===== src/rtl/ahb_pkg.sv =====
// Shared AHB encodings and the master-interface FSM state type.
package ahb_pkg;

  typedef enum logic [1:0] {
    HTRANS_IDLE   = 2'b00,
    HTRANS_BUSY   = 2'b01,
    HTRANS_NONSEQ = 2'b10,
    HTRANS_SEQ    = 2'b11
  } htrans_t;

  localparam logic HRESP_OKAY  = 1'b0;
  localparam logic HRESP_ERROR = 1'b1;

  typedef enum logic [2:0] {
    ST_IDLE,
    ST_REQ,
    ST_ADDR,
    ST_DATA,
    ST_SPLIT_WAIT,
    ST_RESP
  } state_t;

  localparam int TIMEOUT_W = 5;

endpackage


===== src/rtl/ahb_master_if.sv =====
// Single-transfer AHB master: turns one local command into one NONSEQ transfer,
// with split/reissue handling, data-phase timeout and a one-cycle response pulse.
module ahb_master_if
  import ahb_pkg::*;
#(
  parameter int TIMEOUT_CYCLES = 16,
  parameter int MAX_RETRY      = 3
) (
  input  logic        hclk,
  input  logic        hresetn,
  input  logic        cmd_valid,
  output logic        cmd_ready,
  input  logic        cmd_write,
  input  logic [31:0] cmd_addr,
  input  logic [31:0] cmd_wdata,
  output logic        rsp_valid,
  output logic [31:0] rsp_rdata,
  output logic        rsp_error,
  output logic        hbusreq,
  input  logic        hgrant,
  output logic [31:0] haddr,
  output logic [1:0]  htrans,
  output logic        hwrite,
  output logic [31:0] hwdata,
  input  logic        hready,
  input  logic        hresp,
  input  logic [31:0] hrdata,
  input  logic        split_in,
  input  logic        valid_aft_split_in
);

  localparam int RW = (MAX_RETRY < 1) ? 1 : $clog2(MAX_RETRY + 1);
  localparam logic [RW-1:0]        RETRY_LIMIT = RW'(MAX_RETRY);
  localparam logic [TIMEOUT_W-1:0] TO_LIMIT    = TIMEOUT_W'(TIMEOUT_CYCLES);
  localparam logic [TIMEOUT_W-1:0] TO_MAX      = '1;

  state_t                 state_q, state_d;
  logic                   write_q, write_d;
  logic [31:0]            addr_q, addr_d;
  logic [31:0]            wdata_q, wdata_d;
  logic [31:0]            rdata_q, rdata_d;
  logic                   err_q, err_d;
  logic [RW-1:0]          retry_q, retry_d;
  logic [TIMEOUT_W-1:0]   to_q, to_d;
  logic [TIMEOUT_W-1:0]   to_inc;
  logic                   live_q;

  // live_q keeps cmd_ready low until the first clock edge after reset release.
  always_ff @(posedge hclk or negedge hresetn) begin
    if (!hresetn) begin
      state_q <= ST_IDLE;
      write_q <= 1'b0;
      addr_q  <= '0;
      wdata_q <= '0;
      rdata_q <= '0;
      err_q   <= 1'b0;
      retry_q <= '0;
      to_q    <= '0;
      live_q  <= 1'b0;
    end else begin
      state_q <= state_d;
      write_q <= write_d;
      addr_q  <= addr_d;
      wdata_q <= wdata_d;
      rdata_q <= rdata_d;
      err_q   <= err_d;
      retry_q <= retry_d;
      to_q    <= to_d;
      live_q  <= 1'b1;
    end
  end

  always_comb begin
    state_d = state_q;
    write_d = write_q;
    addr_d  = addr_q;
    wdata_d = wdata_q;
    rdata_d = rdata_q;
    err_d   = err_q;
    retry_d = retry_q;
    to_d    = to_q;
    to_inc  = (to_q == TO_MAX) ? to_q : to_q + TIMEOUT_W'(1);

    case (state_q)
      ST_IDLE: begin
        if (cmd_valid && live_q) begin
          write_d = cmd_write;
          addr_d  = cmd_addr;
          wdata_d = cmd_wdata;
          err_d   = 1'b0;
          retry_d = '0;
          to_d    = '0;
          state_d = ST_REQ;
        end
      end
      ST_REQ: begin
        if (hgrant) state_d = ST_ADDR;
      end
      ST_ADDR: begin
        if (hready) state_d = ST_DATA;
      end
      ST_DATA: begin
        // Error response outranks split, which outranks normal completion.
        if (hresp == HRESP_ERROR) begin
          err_d   = 1'b1;
          state_d = ST_RESP;
        end else if (split_in) begin
          if (retry_q == RETRY_LIMIT) begin
            err_d   = 1'b1;
            state_d = ST_RESP;
          end else begin
            retry_d = retry_q + RW'(1);
            state_d = ST_SPLIT_WAIT;
          end
        end else if (hready) begin
          err_d = 1'b0;
          if (!write_q) rdata_d = hrdata;
          state_d = ST_RESP;
        end else begin
          to_d = to_inc;
          if (to_inc == TO_LIMIT) begin
            err_d   = 1'b1;
            state_d = ST_RESP;
          end
        end
      end
      ST_SPLIT_WAIT: begin
        if (valid_aft_split_in) begin
          to_d    = '0;
          state_d = ST_REQ;
        end
      end
      ST_RESP: state_d = ST_IDLE;
      default: state_d = ST_IDLE;
    endcase
  end

  assign cmd_ready = (state_q == ST_IDLE) && live_q;
  assign hbusreq   = (state_q == ST_REQ) || (state_q == ST_ADDR);
  assign htrans    = (state_q == ST_ADDR) ? HTRANS_NONSEQ : HTRANS_IDLE;
  assign haddr     = addr_q;
  assign hwrite    = write_q;
  assign hwdata    = wdata_q;
  assign rsp_valid = (state_q == ST_RESP);
  assign rsp_error = (state_q == ST_RESP) && err_q;
  assign rsp_rdata = rdata_q;

endmodule


===== config.mk =====
export PLATFORM = sky130hd
export DESIGN_NAME = ahb_master_if
export DESIGN_NICKNAME = d
export VERILOG_FILES = /design/src/rtl/ahb_pkg.sv /design/src/rtl/ahb_master_if.sv
export SDC_FILE = /design/constraint.sdc
export NUM_CORES = 1
export LEC_CHECK = 0
export CAP_MARGIN = 20
export CORE_ASPECT_RATIO = 1.5
export CORE_MARGIN = 4
export CORE_UTILIZATION = 45
export CTS_BUF_LIST = sky130_fd_sc_hd__clkbuf_16
export DETAILED_ROUTE_END_ITERATION = 8
export PLACE_DENSITY = 0.88
export SLEW_MARGIN = 20
export SYNTH_ARGS = -nofsm -noshare
export SYNTH_HDL_FRONTEND = slang
export SYNTH_SLANG_ARGS = --single-unit

===== constraint.sdc =====
create_clock -name hclk -period 3.3 [get_ports hclk]
set_input_delay 0.66 -clock hclk [delete_from_list [all_inputs] [get_ports hclk]]
set_output_delay 0.66 -clock hclk [all_outputs]
set_load 0.005 [all_outputs]

==> run summary <==
The clock network power share came out at 18.2%. The worst min-delay path category is input port to async pin. The worst setup path is launched from a flop. The switching component of the power is 1.53 mW. The final count of hold timing violations came to 0.

The antenna diode instance count came out at 0. In this run, the combinational gates consume 42.2% of the power. The number of DRC markers in iteration 0 is 67.

From left edge to right edge, the die measures 90.0 microns. The cell area after layout came out at 7010 sq um. The synthesized design spends more area on one cell type than any other, namely sky130_fd_sc_hd__dfrtp_1. The synthesized flop and latch total came out at 109. The number of nets in the layout came out at 608. For this run the aggregate overflow at the end of global routing stands at 0. The maximum level of the CTS H-tree came out at 3. Sorting the synthesized cells by how often they occur yields sky130_fd_sc_hd__dfrtp_1, sky130_fd_sc_hd__mux2_2, sky130_fd_sc_hd__mux2_4, sky130_fd_sc_hd__buf_2, sky130_fd_sc_hd__nor2_1.

The switching power share of the total came out at 26.5%. The pre-antenna-repair detailed-routing pass consisted of 4 iterations. Each instance of the synthesized netlist takes up on average 15.3 sq um. The cell area that synthesis handed to floorplanning was 4540 sq um.

Counting every instance in the synthesized netlist gives 296. The critical path is of the flop to output pin type. The global router's overall resource usage came out at 19.2%. In the synthesized netlist the dominant register cell turns out to be sky130_fd_sc_hd__dfrtp_1. Counting along the longest clock path gives a buffer depth of 2. The half-perimeter wire length after placement came out at 8.73 mm. The post-route netlist has 23.9% of its cells at a drive strength greater than 1.

The flow ran to the end, and the final reports show no timing, DRC or antenna violations. Dividing the detail-routed wire length by the instance count gives 18.7 microns. The global-route wire length before repair came out at 17.7 mm. At the end of routability-driven placement, the weighted congestion stood at 0.831. The async set-reset flop share out of synthesis came out at 100%. The kind of end point of the critical path is an output pin. The region available for standard cell placement spans 9800 sq um.

For the pin with the worst max-slew slack, the measured transition is 684 ps. The initial core utilization came out at 46.4%. The post-synthesis to final-layout area growth is 54.3%. The summed negative setup slack over all endpoints came out at 0 ps.

The vias after detailed routing came out at 3240. The delay contributed by the slowest stage of the critical path came out at 580 ps. The DRC violation count after routing came out at 0. The final critical path takes up 78.0% of the cycle. The tightest slew margin relative to the limit is 54.4%. The most common cell in the synthesized netlist is sky130_fd_sc_hd__dfrtp_1. The number of antenna violations at the first check in global routing is 0. The internal cell power came out at 4.24 mW. The signal on the critical path passes through nor4b_4 -> clkdlybuf4s50_1. The overall power consumption came out at 5.77 mW.

The number of buffers and inverters on the critical path is 1. The number of setup buffers added after CTS came out at 0. The height of the die is 131 microns. The number of global-route vias before repair came to 3448.

Setup repair after global routing left no endpoint under its margin. Hold repair after CTS inserted 0 buffers. TritonCTS built the clock tree. By area the synthesized netlist is led by sky130_fd_sc_hd__dfrtp_1, sky130_fd_sc_hd__mux2_2, sky130_fd_sc_hd__mux2_4.

The clock period could shrink to 2570 ps. The portion of synthesized cell area occupied by the leading cell type came out at 60.0%. At the worst endpoint, the required time is 2640 ps. The top achievable clock speed is 388 MHz. The die footprint came out at 11800 sq um.

In this run the worst path has a maximum fanout of 9. Summing all flip-flop and latch instances after layout gives 2730 sq um. The final critical-path setup slack came out at 725 ps.

The count of clock tree sinks came out at 109. Clock-pin slew was measured on the worst setup and hold paths at 70 ps. The proportion of synthesized chip area in sequential cells came out at 60.0%. In this run the tool buffered the top-level ports with 206 buffer cells. The proportion of power drawn by flip-flops and latches is 39.6%.

The maximum number of pins on one net before global-route repair is 59. The via-per-instance ratio is 5.22. Data on the critical path arrives at its endpoint at 1910 ps. The largest vdd supply drop is 0.509 mV. The total count of max-transition violations in the final report was 0. The clock latency of the later-clocked register in the worst-skew pair came out at 350 ps. The count of warnings emitted by yosys came out at 0.

The routed wire length came out at 11.6 mm. In this design, the largest share of critical-path delay is due to buffers and inverters. The post-synthesis net count came out at 403.

The count of cell types in the netlist came out at 48. The total of endpoints with negative setup slack in the final report is 0. Once detail routing completed, the nets flagged for antenna violations numbered 0. The I/O pin count is 208. The leakage power came out at 3.16 nW.

The fill cell total of the finished layout is 646. The worst clock skew on the final layout is 5.27 ps. The pre-CTS setup slack came out at 296 ps. The TritonCTS buffer count is 9. The multi-input combinational cells in the finished layout cover a total of 1710 sq um. After floorplanning, the core was divided into 44 placement rows. The root buffer selected by CTS is sky130_fd_sc_hd__clkbuf_16. The share of the core filled with cells came out at 71.6%.

The post-placement cell area came out at 6690 sq um. In this run, synthesis inferred 0 flip-flops with an integrated enable. The number of gates resized after CTS was 0. The power density of the placed cells came out at 822 nW/um^2.

The tool flagged a number of max-cap violations equal to 0. The critical path's slowest cell is sky130_fd_sc_hd__clkdlybuf4s50_1.
[power groups by stage]
| stage | logic (mW) | registers [mW] | clock network, mW |
|---|---|---|---|
| 2_1_floorplan | 0.940 | 2.28 | 0 |
| 3_3_place_gp | 2.40 | 2.25 | 0 |
| 3_5_place_dp | 2.45 | 2.30 | 0 |
| 4_1_cts | 2.47 | 2.28 | 1.08 |
| 5_1_grt | 2.59 | 2.35 | 1.13 |
| 6_report | 2.43 | 2.28 | 1.05 |
[worst paths after layout]
path | start | endpoint | slack, ps | depth (start not counted)
max | state_q[0] | cmd_ready | 730 | 2
min | hresetn | haddr[17] | 350 | 1
max reg2reg | state_q[0] | err_q | 1150 | 5
min reg2reg | hwdata[7] | hwdata[7] | 500 | 1
max in group asynchronous | hresetn | rsp_rdata[6] | 2190 | 2
min in group hclk | hwdata[7] | hwdata[7] | 500 | 1
[stage by stage]
stage	hold slack (ps)	std cells
after detailed placement	491	604
after floorplan	364	296
final	352	621
after CTS	362	620
after global routing	400	621
after global placement	477	604
[logic make-up after synthesis]
kind of cell / after synthesis / share of synthesized area [%]
XOR/XNOR: 1 / 0.193
buffers and inverters: 17 / 2.45
flip-flops: 109 / 60.0
multiplexers: 99 / 26.9
adder cells (fa/ha/maj): 2 / 0.551
AND/OR/NAND/NOR: 41 / 5.78
AO/OA/AOI/OAI: 25 / 3.94
other: 2 / 0.165
[placed cells by master (no fill, tap or decap), drive strengths merged, types with 2 or more instances in the layout]
master	Yosys	routed
mux2	97	97
nand3	4	4
clkinvlp	0	2
a21oi	5	5
clkdlybuf4s50	0	205
o21a	2	2
nand3b	3	3
inv	2	4
a221oi	2	2
and3	3	3
dfrtp	109	109
o21ai	3	3
a21o	2	2
clkbuf	1	9
nor2b	5	5
nand2	7	7
buf	14	4
nor2	8	8
mux2i	2	2
a31oi	2	2
nor4b	2	2
conb	2	2
clkinv	0	2
ha	2	2
[sequential cells by signal (all words and copies together), names as in the netlist]
name and flops:
err_q 1, haddr 32, hwdata 32, hwrite 1
live_q 1, retry_q 2, rsp_rdata 32, state_q 3
to_q 5
[final cells by class]
type / instances / share of cell area [%]
sequential: 109 / 38.9
timing repair buffer: 209 / 30.3
multi-input combinational: 170 / 24.4
clock buffer: 9 / 3.21
tap: 115 / 2.05
clock inverter: 7 / 0.946
inverter: 2 / 0.107
[per-layer routing]
metal	vias to the layer above	track usage [%]	share of wire [%]
li1	1462	-	-
met2	140	35.1	54
met1	1614	21.0	37
met3	24	4.74	6.2
met4	0	9.74	2.7
met5	-	0	0
No activity file was read; power rests on OpenSTA's default activity.
